### src/rtl/tuple_sum_sched.sv
// tuple_sum_sched
//   Shared-adder scheduler for the conditional tuple-field add datapath.
//   Three requesters are arbitrated round-robin onto one WIDTH-bit adder.
//   The then/else operands are chosen by the requester's condition bit at
//   grant time. The wrapped sum is returned in a per-channel result slot
//   that has its own valid/ready handshake.
//
// Ports
//   clock       in   rising-edge clock
//   reset       in   synchronous, active-high reset
//   req_valid   in   [2:0]       per-channel request valid
//   req_ready   out  [2:0]       per-channel accept, one-hot or zero (combinational)
//   req_cond    in   [2:0]       1 selects the then operands, 0 the else operands
//   req_a_then  in   [3*OPW-1:0] channel i uses [i*OPW +: OPW]
//   req_a_else  in   [3*OPW-1:0]
//   req_b_then  in   [3*OPW-1:0]
//   req_b_else  in   [3*OPW-1:0]
//   res_valid   out  [2:0]       per-channel result slot full
//   res_data    out  [3*WIDTH-1:0] channel i uses [i*WIDTH +: WIDTH]
//   res_ready   in   [2:0]       per-channel result consumed
//   ops_done    out  [7:0]       completed additions, wrapping
module tuple_sum_sched #(
  parameter int OPW   = 5,
  parameter int WIDTH = 5
) (
  input  logic                 clock,
  input  logic                 reset,
  input  logic [2:0]           req_valid,
  output logic [2:0]           req_ready,
  input  logic [2:0]           req_cond,
  input  logic [3*OPW-1:0]     req_a_then,
  input  logic [3*OPW-1:0]     req_a_else,
  input  logic [3*OPW-1:0]     req_b_then,
  input  logic [3*OPW-1:0]     req_b_else,
  output logic [2:0]           res_valid,
  output logic [3*WIDTH-1:0]   res_data,
  input  logic [2:0]           res_ready,
  output logic [7:0]           ops_done
);

  typedef enum logic {
    S_IDLE = 1'b0,
    S_EXEC = 1'b1
  } state_t;

  state_t               r_state;
  state_t               w_state_nxt;

  logic [1:0]           r_ptr;
  logic [1:0]           r_gnt;
  logic [OPW-1:0]       r_op_a;
  logic [OPW-1:0]       r_op_b;
  logic [2:0]           r_res_valid;
  logic [3*WIDTH-1:0]   r_res_data;
  logic [7:0]           r_ops_done;

  logic [3:0]           w_elig;
  logic [1:0]           w_cand0;
  logic [1:0]           w_cand1;
  logic [1:0]           w_cand2;
  logic                 w_any;
  logic [1:0]           w_gnt;
  logic                 w_accept;
  logic                 w_complete;
  logic [OPW-1:0]       w_sel_a;
  logic [OPW-1:0]       w_sel_b;
  logic [WIDTH-1:0]     w_sum;

  function automatic logic [1:0] inc_mod3(input logic [1:0] p);
    return (p == 2'd2) ? 2'd0 : p + 2'd1;
  endfunction

  // A slot that still holds an undrained result blocks its channel, so the
  // write into a slot can never coincide with a drain of that same slot.
  // Bit 3 is padding so a 2-bit candidate index is always in range.
  assign w_elig = {1'b0, req_valid & ~r_res_valid};

  // Round-robin search order: ptr, ptr+1, ptr+2 (mod 3).
  assign w_cand0 = r_ptr;
  assign w_cand1 = inc_mod3(w_cand0);
  assign w_cand2 = inc_mod3(w_cand1);

  always_comb begin
    w_any = 1'b1;
    w_gnt = w_cand0;
    if (w_elig[w_cand0]) begin
      w_gnt = w_cand0;
    end else if (w_elig[w_cand1]) begin
      w_gnt = w_cand1;
    end else if (w_elig[w_cand2]) begin
      w_gnt = w_cand2;
    end else begin
      w_any = 1'b0;
    end
  end

  // Operand mux for the candidate channel; cond is applied here so only
  // the two chosen operands need to be registered.
  always_comb begin
    w_sel_a = req_cond[0] ? req_a_then[0 +: OPW] : req_a_else[0 +: OPW];
    w_sel_b = req_cond[0] ? req_b_then[0 +: OPW] : req_b_else[0 +: OPW];
    case (w_gnt)
      2'd1: begin
        w_sel_a = req_cond[1] ? req_a_then[OPW +: OPW] : req_a_else[OPW +: OPW];
        w_sel_b = req_cond[1] ? req_b_then[OPW +: OPW] : req_b_else[OPW +: OPW];
      end
      2'd2: begin
        w_sel_a = req_cond[2] ? req_a_then[2*OPW +: OPW] : req_a_else[2*OPW +: OPW];
        w_sel_b = req_cond[2] ? req_b_then[2*OPW +: OPW] : req_b_else[2*OPW +: OPW];
      end
      default: ;
    endcase
  end

  // Zero-extend both operands to WIDTH; the carry out is dropped.
  assign w_sum = WIDTH'(r_op_a) + WIDTH'(r_op_b);

  // Next-state and accept logic.
  always_comb begin
    w_state_nxt = r_state;
    req_ready   = '0;
    w_accept    = 1'b0;
    w_complete  = 1'b0;
    case (r_state)
      S_IDLE: begin
        if (w_any) begin
          w_accept           = 1'b1;
          req_ready[w_gnt]   = 1'b1;
          w_state_nxt        = S_EXEC;
        end
      end
      S_EXEC: begin
        w_complete  = 1'b1;
        w_state_nxt = S_IDLE;
      end
      default: w_state_nxt = S_IDLE;
    endcase
  end

  always_ff @(posedge clock) begin
    if (reset) begin
      r_state <= S_IDLE;
    end else begin
      r_state <= w_state_nxt;
    end
  end

  // Grant capture: operands and pointer are only sampled on the accept edge.
  always_ff @(posedge clock) begin
    if (reset) begin
      r_ptr  <= '0;
      r_gnt  <= '0;
      r_op_a <= '0;
      r_op_b <= '0;
    end else if (w_accept) begin
      r_ptr  <= inc_mod3(w_gnt);
      r_gnt  <= w_gnt;
      r_op_a <= w_sel_a;
      r_op_b <= w_sel_b;
    end
  end

  // Result slots: drains are independent of the FSM; the write on the
  // completion edge sets the granted slot.
  always_ff @(posedge clock) begin
    if (reset) begin
      r_res_valid <= '0;
      r_res_data  <= '0;
    end else begin
      for (int unsigned i = 0; i < 3; i++) begin
        if (r_res_valid[i] && res_ready[i]) begin
          r_res_valid[i] <= 1'b0;
        end
        if (w_complete && (r_gnt == 2'(i))) begin
          r_res_valid[i]             <= 1'b1;
          r_res_data[i*WIDTH +: WIDTH] <= w_sum;
        end
      end
    end
  end

  always_ff @(posedge clock) begin
    if (reset) begin
      r_ops_done <= '0;
    end else if (w_complete) begin
      r_ops_done <= r_ops_done + 8'd1;
    end
  end

  assign res_valid = r_res_valid;
  assign res_data  = r_res_data;
  assign ops_done  = r_ops_done;

endmodule
### config.mk
export PLATFORM = sky130hd
export DESIGN_NAME = tuple_sum_sched
export DESIGN_NICKNAME = d
export VERILOG_FILES = /design/src/rtl/tuple_sum_sched.sv
export SDC_FILE = /design/constraint.sdc
export NUM_CORES = 1
export LEC_CHECK = 0
export CORE_ASPECT_RATIO = 1.25
export CORE_MARGIN = 2
export CORE_UTILIZATION = 39
export DETAILED_ROUTE_END_ITERATION = 16
export GPL_TIMING_DRIVEN = 0
export PLACE_DENSITY = 0.88
export SLEW_MARGIN = 10
export SYNTH_ARGS = -nofsm -noshare
export SYNTH_HDL_FRONTEND = slang
export SYNTH_SLANG_ARGS = --single-unit
### constraint.sdc
create_clock -name clock -period 2.2 [get_ports clock]
set_clock_uncertainty 0.2 [all_clocks]
set_input_delay 0.33 -clock clock [delete_from_list [all_inputs] [get_ports clock]]
set_output_delay 0.33 -clock clock [all_outputs]
set_load 0.02 [all_outputs]
==> impl_metrics.csv, run 1 <==
group,metric,value,unit
layout,area_growth,63.06,%
pwr,p_leak,1.423,nW
die,die_area,0.006750,mm2
synthesis,yosysWarnings,0,
timing,whs,0.2655,ns
worst_setup_path,timing.rr.start,"res_valid[2]",
worst_setup_path,reg2reg_to,"r_op_a[1]",
synthesis,synth_seq_cells,41,
placed_design,place.detailed.hpwl,5.201,mm
worst_hold_path,hp-start,"res_data[2]",
timing,setup_tns,-0.9194,ns
worst_setup_path,critical_path_required,1.67,ns
cts,cts_tree,"built",
worst_setup_path,worst_path_max_delay_cell,"dfxtp_4",
synthesis,syn_inst,266,
worst_setup_path,crit_fanout,4,
layout,fin_area,0.003882,mm2
outcome,violations,"negative setup slack",
global_route,antenna_found_initial,0,
die,initial_core_util,0.4065,
drt,postRouteAntennaNets,0,
die,dieWidth,73.89,um
placed_design,pre_cts_ws,-1.199,ns
worst_hold_path,hold_depth,2,
worst_setup_path,worst_ep_arrival_time,1.81,ns
die,boundaryPins,100,
layout,diodes,0,
synthesis,synth_cell_types,50,
pwr,peakVddDrop,0.3751,mV
layout,utilization,0.6629,
global_route,grtUsageTotal,0.2062,
timing,min_period,2.341,ns
layout,fillers,457,
cts,cts.sinks,41,
drt,post-route-drc-count,0,
timing,setup_viol,13,
layout,layout_common_cells,"clkdlybuf4s50_1 (90), dfxtp_1 (37), a21oi_1 (23), mux2_2 (19), nand2_1 (16)",
worst_setup_path,crit_type,"reg2out",
layout,layout-drive-gt1-share,0.2644,
cts,htreeDepth,2,
layout,final_common_cell,"clkdlybuf4s50_1",
worst_hold_path,worstHoldPathType,"reg2reg",
cts,cts-root-buf,"clkbuf_8",
die,die_y,91.36,um
cts,cts.hold.buffers_added,0,
cts,clk_pin_slew_worst_paths,0.08,ns
timing,period_share,1.064,
timing,rsz0062_at_grt,"yes",
cts,clock_latency,0.30,ns
placed_design,place_congestion,0.8241,
synthesis,syn_area,0.002381,mm2
global_route,grt_pass1_vias,2461,
worst_setup_path,r2r_slack,-0.07,ns
worst_setup_path,cp-start-kind,"flop",
cts,cts-buffers-inserted,5,
drt,num_vias,2445,
die,core-area,0.005857,mm2
drt,via_per_inst,5.269,
worst_setup_path,cp_slowest_stage_delay,0.38,ns
drt,drtIter0Drc,98,
timing,slew_headroom,0.6686,
timing,max_freq,427.2,MHz
synthesis,syn_nets,347,
worst_setup_path,cpLargestDelayFamily,"simple AND/OR/NAND/NOR gates",
placed_design,post_dp_cell_area,0.003452,mm2
worst_setup_path,path_cells,"nor2b_4 > o21a_1 > o21ai_2 > nor2b_4 > ha_4 > and3_2 > buf_6",
cts,cts.path.max_buffers,2,
worst_hold_path,whs_endpoint,"res_data[2]",
synthesis,seq_area_frac_synth,0.3447,
worst_setup_path,cpMostUsedCell,"nor2b_4",
outcome,status,"complete, but fails checks",
global_route,grt_overflow,0,
worst_setup_path,ff2ff_path_depth,10,
timing,tightest_slew,0.4953,ns
drt,drt_wl_total,7.072,mm
job,max-cap-violations,0,
pwr,p_per_area,603.0,mW/mm2
die,rows,31,
timing,drv_slew,0,
layout,finalNetCount,462,
global_route,grt_pass1_wl,11.06,mm
placed_design,io_buffer_count,96,
timing,finalWorstSetupSlack,-0.1406,ns
global_route,grt_max_degree,14,
worst_setup_path,path_buf_inv,1,
drt,drtPass1Iterations,4,
timing,hold_violations,0,
drt,wl_per_cell,15.24,um
worst_setup_path,worst_setup_path_end_kind,"output port",
synthesis,syn_area_per_cell,8.951,um2
## final cells by class
cell class                 count  area [um2]  share of cell area
clock inverter                 3       17.52            0.004512
inverter                       6       25.02            0.006445
tap                           82       102.6             0.02643
buffer                        12       63.81             0.01644
sequential                    41       833.3              0.2146
multi-input combinational    205        1678              0.4322
clock buffer                   5       68.82             0.01772
timing repair buffer         110        1094              0.2817
## cell usage after synthesis, drive strengths merged
| library cell | number | area share |
|---|---|---|
| inv | 6 | 0.0095 |
| nor3 | 4 | 0.011 |
| nor2b | 14 | 0.038 |
| o21bai | 1 | 0.0032 |
| xor2 | 4 | 0.015 |
| nand2b | 8 | 0.021 |
| or2 | 1 | 0.0026 |
| mux2 | 20 | 0.095 |
| o21ai | 8 | 0.017 |
| nand2 | 17 | 0.028 |
| clkbuf | 7 | 0.011 |
| nand4 | 3 | 0.0079 |
| a22oi | 10 | 0.032 |
| o211a | 1 | 0.0042 |
| nor2 | 17 | 0.027 |
| nand3 | 3 | 0.0063 |
| nor4 | 2 | 0.0053 |
| or3 | 3 | 0.0079 |
| xnor2 | 3 | 0.011 |
| buf | 7 | 0.014 |
| or2b | 1 | 0.0032 |
| a211oi | 15 | 0.049 |
| dfxtp | 41 | 0.34 |
| mux2i | 2 | 0.0084 |
| fa | 1 | 0.0084 |
| a311oi | 3 | 0.011 |
| and2b | 1 | 0.0042 |
| a21o | 1 | 0.0032 |
| ha | 9 | 0.047 |
| and3 | 3 | 0.0089 |
| nand3b | 2 | 0.0063 |
| a31oi | 1 | 0.0026 |
| nor3b | 3 | 0.012 |
| o211ai | 1 | 0.0032 |
| or3b | 1 | 0.0037 |
| o21a | 2 | 0.0063 |
| a211o | 3 | 0.015 |
| a22o | 10 | 0.037 |
| a21oi | 27 | 0.061 |
## worst max path at each step
stage	slack [ns]	end	cells after the start	startpoint
CTS	-0.17	req_ready[1]	9	r_ptr[1]
global route	-0.21	req_ready[1]	8	res_valid[2]
finish	-0.14	req_ready[0]	7	res_valid[2]
floorplan	0.006	r_op_a[4]	9	res_valid[0]
global placement	-1.11	req_ready[1]	10	req_valid[2]
detailed placement	-1.20	req_ready[1]	10	req_valid[2]
## state kept, by name (all words and copies together), names as in the netlist
| name | count |
|---|---|
| res_data | 15 |
| ops_done | 8 |
| r_op_a | 5 |
| r_op_b | 5 |
| res_valid | 3 |
| r_gnt | 2 |
| r_ptr | 2 |
| r_state | 1 |
## routing by layer
metal | vias to the layer above | track usage | wire length (um)
li1 | 1204 | - | -
met4 | 0 | 0.07273 | 161
met3 | 19 | 0.04218 | 347
met1 | 1123 | 0.2234 | 2693
met2 | 99 | 0.3810 | 3871
met5 | - | 0 | 0
## worst register-to-register path, cell delays in order, from the launching register on
cell and delay [ns]:
dfxtp_4 0.37, nand2b_4 0.15, o211ai_1 0.21, o211a_4 0.28
inv_4 0.05, ha_4 0.17, buf_4 0.14, buf_8 0.13
a22oi_2 0.23, a21oi_2 0.08, a22o_1 0.17
## stage by stage
step           std cells  power [mW]
5_1_grt              464       2.455
6_report             464       2.341
2_1_floorplan        266       1.359
3_5_place_dp         444       1.672
4_1_cts              458       2.263
3_3_place_gp         444       1.645
## cell families after synthesis
logic type	after synthesis	share of synthesized area
AOI/OAI and AO/OA	83	0.2444
and+or+nand+nor	83	0.1918
DFF	41	0.3447
muxes	22	0.1030
buffers and inverters	20	0.03468
adders and majority gates	10	0.05570
xor gates and xnor gates	7	0.02575
## where the power goes
part | total, mW | switching, mW | internal (mW)
Sequential | 0.882 | 0.0634 | 0.818
Clock | 0.480 | 0.261 | 0.219
Combinational | 0.980 | 0.466 | 0.514
## what timing repair did
action / in CTS / in global routing
pin swaps: 7 / 13
gates cloned: 0 / 1
setup buffers: 6 / 7
setup endpoints to repair: 14 / 13
resized for setup: 66 / 13
Note: power is estimated with default switching activity, not from simulation.
==> run 2: changes to the inputs <==
- CORE_UTILIZATION: 39 -> 40
- PLACE_DENSITY: 0.88 -> 0.87
- clock period: 2.2 -> 2.6 ns (I/O delays scaled with it)
==> impl_metrics.csv, run 2 (synthesis gave the netlist of run 1 again) <==
group,metric,value,unit
outcome,status,"completed",
global_route,grt_use_met2,0.3754,
job,max-cap-violations,0,
cts,cts.hold.buffers_added,0,
pwr,finalPower,1.850,mW
timing,whs,0.2630,ns
placed_design,post-place-cells,428,
layout,area_growth,51.34,%
global_route,grt_pass1_wl,10.63,mm
worst_setup_path,cp_slowest_stage_delay,0.34,ns
global_route,grt_max_degree,12,
worst_hold_path,worstHoldPathType,"reg2reg",
cts,htreeDepth,2,
die,die_area,0.006589,mm2
worst_setup_path,worst_path_max_delay_cell,"dfxtp_1",
timing,period_share,0.9609,
worst_setup_path,cpLargestDelayFamily,"simple AND/OR/NAND/NOR gates",
drt,drtPass1Iterations,4,
layout,diodes,0,
worst_setup_path,cp-start-kind,"flop",
worst_setup_path,reg2reg_to,"r_op_a[0]",
placed_design,place.detailed.hpwl,5.135,mm
worst_setup_path,crit_type,"reg2out",
worst_setup_path,path_buf_inv,3,
layout,final_common_cell,"clkdlybuf4s50_1",
timing,slew_headroom,0.6646,
drt,drtIter0Drc,151,
pwr,p_comb_frac,0.372,
worst_setup_path,r2r_slack,0.18,ns
die,core-area,0.005779,mm2
worst_setup_path,worst_setup_path_end_kind,"output port",
timing,max_freq,400.3,MHz
drt,drt_wl_total,6.517,mm
drt,num_vias,2363,
worst_setup_path,critical_path_required,2.01,ns
timing,setup_viol,0,
placed_design,place_congestion,0.8474,
pwr,p_leak,1.363,nW
worst_setup_path,crit_fanout,4,
pwr,pwr-share-seq,0.404,
cts,cts_tree,"built",
worst_setup_path,timing.rr.start,"r_ptr[0]",
global_route,antenna_found_initial,0,
worst_setup_path,ff2ff_path_depth,9,
global_route,grt_overflow,0,
drt,wl_per_cell,14.81,um
worst_hold_path,hp-start,"res_data[7]",
global_route,grt_pass1_vias,2400,
die,dieWidth,73.01,um
worst_setup_path,worst_ep_arrival_time,1.91,ns
pwr,p_per_area,513.3,mW/mm2
cts,cts-buffers-inserted,5,
drt,postRouteAntennaNets,0,
timing,tightest_slew,0.5010,ns
timing,setup_tns,0,ns
layout,stdcell_count,440,
layout,largest_register_ffs,15,
global_route,top_usage_layer,"met2",
pwr,clockPowerShare,0.224,
layout,finalNetCount,455,
cts,cts.sinks,41,
die,die_y,90.26,um
worst_hold_path,hold_depth,2,
die,initial_core_util,0.4120,
global_route,met3_usage,0.04353,
drt,post-route-drc-count,0,
layout,layout-drive-gt1-share,0.1631,
timing,min_period,2.498,ns
layout,layout_common_cells,"clkdlybuf4s50_1 (90), dfxtp_1 (38), a21oi_1 (26), mux2_2 (19), nor2_1 (17)",
cts,cts-root-buf,"clkbuf_8",
placed_design,io_buffer_count,96,
die,rows,31,
global_route,grtUsageTotal,0.2026,
worst_hold_path,whs_endpoint,"res_data[7]",
timing,hold_violations,0,
pwr,peakVddDrop,0.2667,mV
timing,rsz0062_at_grt,"no",
pwr,switching_power,0.5917,mW
cts,cts.path.max_buffers,2,
cts,clock_latency,0.29,ns
cts,clk_pin_slew_worst_paths,0.07,ns
pwr,swShare,0.3199,
global_route,met1_usage,0.2161,
worst_setup_path,path_cells,"nand2b_1 > o21a_1 > o21ai_2 > nor2b_4 > ha_4 > clkbuf_8 > nand3_1 > inv_1 > buf_4",
timing,drv_slew,0,
pwr,p_int,1.258,mW
die,boundaryPins,100,
drt,via_per_inst,5.370,
==> run 2: cell types whose count changed in the layout (fill, tap and decap cells not counted), sizes merged <==
cell	change
dlymetal6s2s	+1
clkbuf	+3
buf	-8
clkinvlp	-1
clkdlybuf4s15	-1
clkinv	-2
==> run 2: cell type report <==
cell class | instances | area (um2)
repair buffers | 101 | 988.4
well taps | 66 | 82.58
plain buffers | 14 | 80.08
multi-input cells | 205 | 1516
inverters | 6 | 22.52
fillers | 477 | 2176
clock buffers | 7 | 86.33
flip-flops and latches | 41 | 827.0
==> run 2: worst max path at each step <==
stage	endpoint	start	slack (ns)	cells past startpoint
global placement	req_ready[1]	req_valid[2]	-1.12	10
floorplan	req_ready[1]	res_valid[2]	0.09	8
detailed placement	req_ready[1]	req_valid[2]	-1.17	10
CTS	req_ready[2]	req_valid[1]	0.02	8
finish	req_ready[1]	res_valid[0]	0.10	9
global route	req_ready[2]	r_ptr[0]	0.008	8
==> run 2: power by group through the flow <==
stage | logic (mW) | registers, mW | clock network, mW
6_report | 0.687 | 0.748 | 0.415
5_1_grt | 0.748 | 0.757 | 0.447
4_1_cts | 0.683 | 0.746 | 0.422
3_5_place_dp | 0.649 | 0.759 | 0
3_3_place_gp | 0.632 | 0.756 | 0
2_1_floorplan | 0.373 | 0.773 | 0
==> run 2: per-stage QoR <==
stage	worst slack (ns)	util	area, um2
after floorplan	0.09193	-	2381
after global placement	-1.123	0.5926	3425
after detailed placement	-1.175	0.5926	3425
after CTS	0.02385	0.6207	3587
after global routing	0.007519	0.6235	3603
final	0.1017	0.6235	3603
==> run 2: per-layer routing <==
metal / vias to the layer above / routed length (um)
li1: 1187 / -
met4: 0 / 170
met3: 16 / 289
met2: 89 / 3455
met1: 1071 / 2602
met5: - / 0
==> run 2: worst register-to-register path, cell delays in order (launching register included) <==
cell and delay [ns]:
dfxtp_4 0.38, or2b_1 0.27, nor2_1 0.13, o21ai_2 0.09, nor2b_4 0.15, ha_1 0.30
clkbuf_1 0.21, a211oi_1 0.30, a21oi_1 0.10, a22o_1 0.20
==> run 2: repair_timing <==
item                                    4_1_cts  5_1_grt
setup buffers                                 4        1
pin swaps                                     3        0
endpoints found under the hold margin         0        0
endpoints found under the setup margin       14        5
resized for setup                            33        5
==> run 3: changes to the inputs <==
- CORE_ASPECT_RATIO: 1.25 -> 1.4
==> impl_metrics.csv, run 3 (synthesis gave the netlist of run 1 again) <==
group,metric,value,unit
outcome,status,"completed",
drt,via_per_inst,5.487,
worst_setup_path,crit_type,"in2out",
drt,post-route-drc-count,0,
placed_design,place.detailed.hpwl,5.254,mm
cts,cts-root-buf,"clkbuf_8",
placed_design,pre_cts_ws,-1.198,ns
worst_setup_path,worst_ep_arrival_time,1.96,ns
global_route,grt_pass1_vias,2514,
cts,clock_latency,0.30,ns
layout,fin_area,0.003686,mm2
layout,finalNetCount,456,
cts,clk_pin_slew_worst_paths,0.08,ns
worst_setup_path,r2r_slack,0.12,ns
layout,area_growth,54.81,%
timing,hold_violations,0,
timing,whs,0.2625,ns
pwr,finalPower,2.080,mW
worst_hold_path,hold_depth,2,
drt,drt_wl_total,6.959,mm
cts,cts.sinks,41,
timing,setup_tns,0,ns
layout,multiInputGateArea,0.001531,mm2
cts,cts_tree,"built",
layout,diodes,0,
worst_setup_path,cp-start-kind,"input port",
cts,cts.hold.buffers_added,0,
die,dieWidth,69.21,um
cts,cts.path.max_buffers,2,
global_route,grt_overflow,0,
drt,drtIter0Drc,73,
timing,setup_viol,0,
timing,finalWorstSetupSlack,0.05367,ns
global_route,grtUsageTotal,0.2138,
placed_design,post_dp_cell_area,0.003430,mm2
global_route,antenna_found_initial,0,
global_route,grt_max_degree,15,
placed_design,place_congestion,0.8037,
global_route,grt_pass1_wl,11.30,mm
layout,fillers,458,
die,boundaryPins,100,
drt,num_vias,2447,
die,core-area,0.005822,mm2
cts,cts-buffers-inserted,5,
pwr,peakVddDrop,0.3100,mV
drt,drtPass1Iterations,4,
placed_design,io_buffer_count,96,
timing,tightest_slew,0.5285,ns
timing,min_period,2.546,ns
cts,htreeDepth,2,
timing,period_share,0.9794,
drt,wl_per_cell,15.60,um
die,rows,33,
die,initial_core_util,0.4090,
job,max-cap-violations,0,
timing,slew_headroom,0.6464,
drt,postRouteAntennaNets,0,
die,die_area,0.006595,mm2
layout,seq_area,823.3,um2
die,die_y,95.29,um
worst_setup_path,critical_path_required,2.01,ns
worst_hold_path,worstHoldPathType,"reg2reg",
layout,layout-drive-gt1-share,0.1729,
timing,max_freq,392.7,MHz
layout,largest_register_ffs,15,
pwr,p_per_area,564.2,mW/mm2
layout,layout_common_cells,"clkdlybuf4s50_1 (91), dfxtp_1 (39), a21oi_1 (26), mux2_2 (19), nor2_1 (17)",
worst_setup_path,ff2ff_path_depth,10,
layout,final_common_cell,"clkdlybuf4s50_1",
worst_setup_path,crit_fanout,3,
timing,drv_slew,0,
pwr,p_leak,1.393,nW
worst_setup_path,worst_setup_path_end_kind,"output port",
run 3: cell types whose count changed in the layout (fill, tap and decap cells not counted), sizes merged:
cell / previous run / this run
bufinv: 0 / 2
clkbuf: 14 / 12
buf: 15 / 16
clkdlybuf4s50: 90 / 91
dlymetal6s2s: 1 / 0
inv: 6 / 7
run 3: repair_timing:
item,CTS,global route
hold endpoints to repair,0,0
endpoints found under the setup margin,14,11
pin swaps,4,2
gates resized for setup,32,9
setup buffers,4,2
run 3: where the power goes:
| group | switching [mW] | internal (mW) | total, mW |
|---|---|---|---|
| registers | 0.0545 | 0.692 | 0.747 |
| clock network | 0.236 | 0.387 | 0.623 |
| logic | 0.346 | 0.363 | 0.710 |
| total | 0.637 | 1.44 | 2.08 |
run 3: area by class of cell:
type / instances / share of cell area
sequential: 41 / 0.2234
clock buffer: 5 / 0.01867
inverter: 6 / 0.006110
clock inverter: 3 / 0.01867
timing repair buffer: 102 / 0.2722
buffer: 14 / 0.02172
tap: 70 / 0.02376
multi-input combinational: 205 / 0.4155
run 3: stage by stage:
stage | util | cells
detailed placement | 0.5891 | 432
global route | 0.6331 | 446
CTS | 0.6252 | 444
floorplan | - | 266
finish | 0.6331 | 446
global placement | 0.5891 | 432
run 3: worst paths after layout:
path	from	to
max reg2reg	res_valid[2]	r_op_a[0]
max	req_valid[2]	req_ready[1]
min	res_data[7]	res_data[7]
min reg2reg	res_data[7]	res_data[7]
run 3: worst max-delay path, stage by stage:
cell and delay [ns]:
dlygate4sd2_1 0.26, nor2b_4 0.15, o21a_1 0.19, o21ai_2 0.19, nor2b_4 0.23, ha_4 0.15
clkbuf_8 0.12, nand3_2 0.07, inv_1 0.08, buf_6 0.12
run 3: metal layers:
layer | wire length, um | track usage | part of all wire
met5 | 0 | 0 | 0
met4 | 280 | 0.1193 | 0.040
met3 | 421 | 0.05603 | 0.060
met2 | 3738 | 0.4247 | 0.54
met1 | 2518 | 0.1948 | 0.36
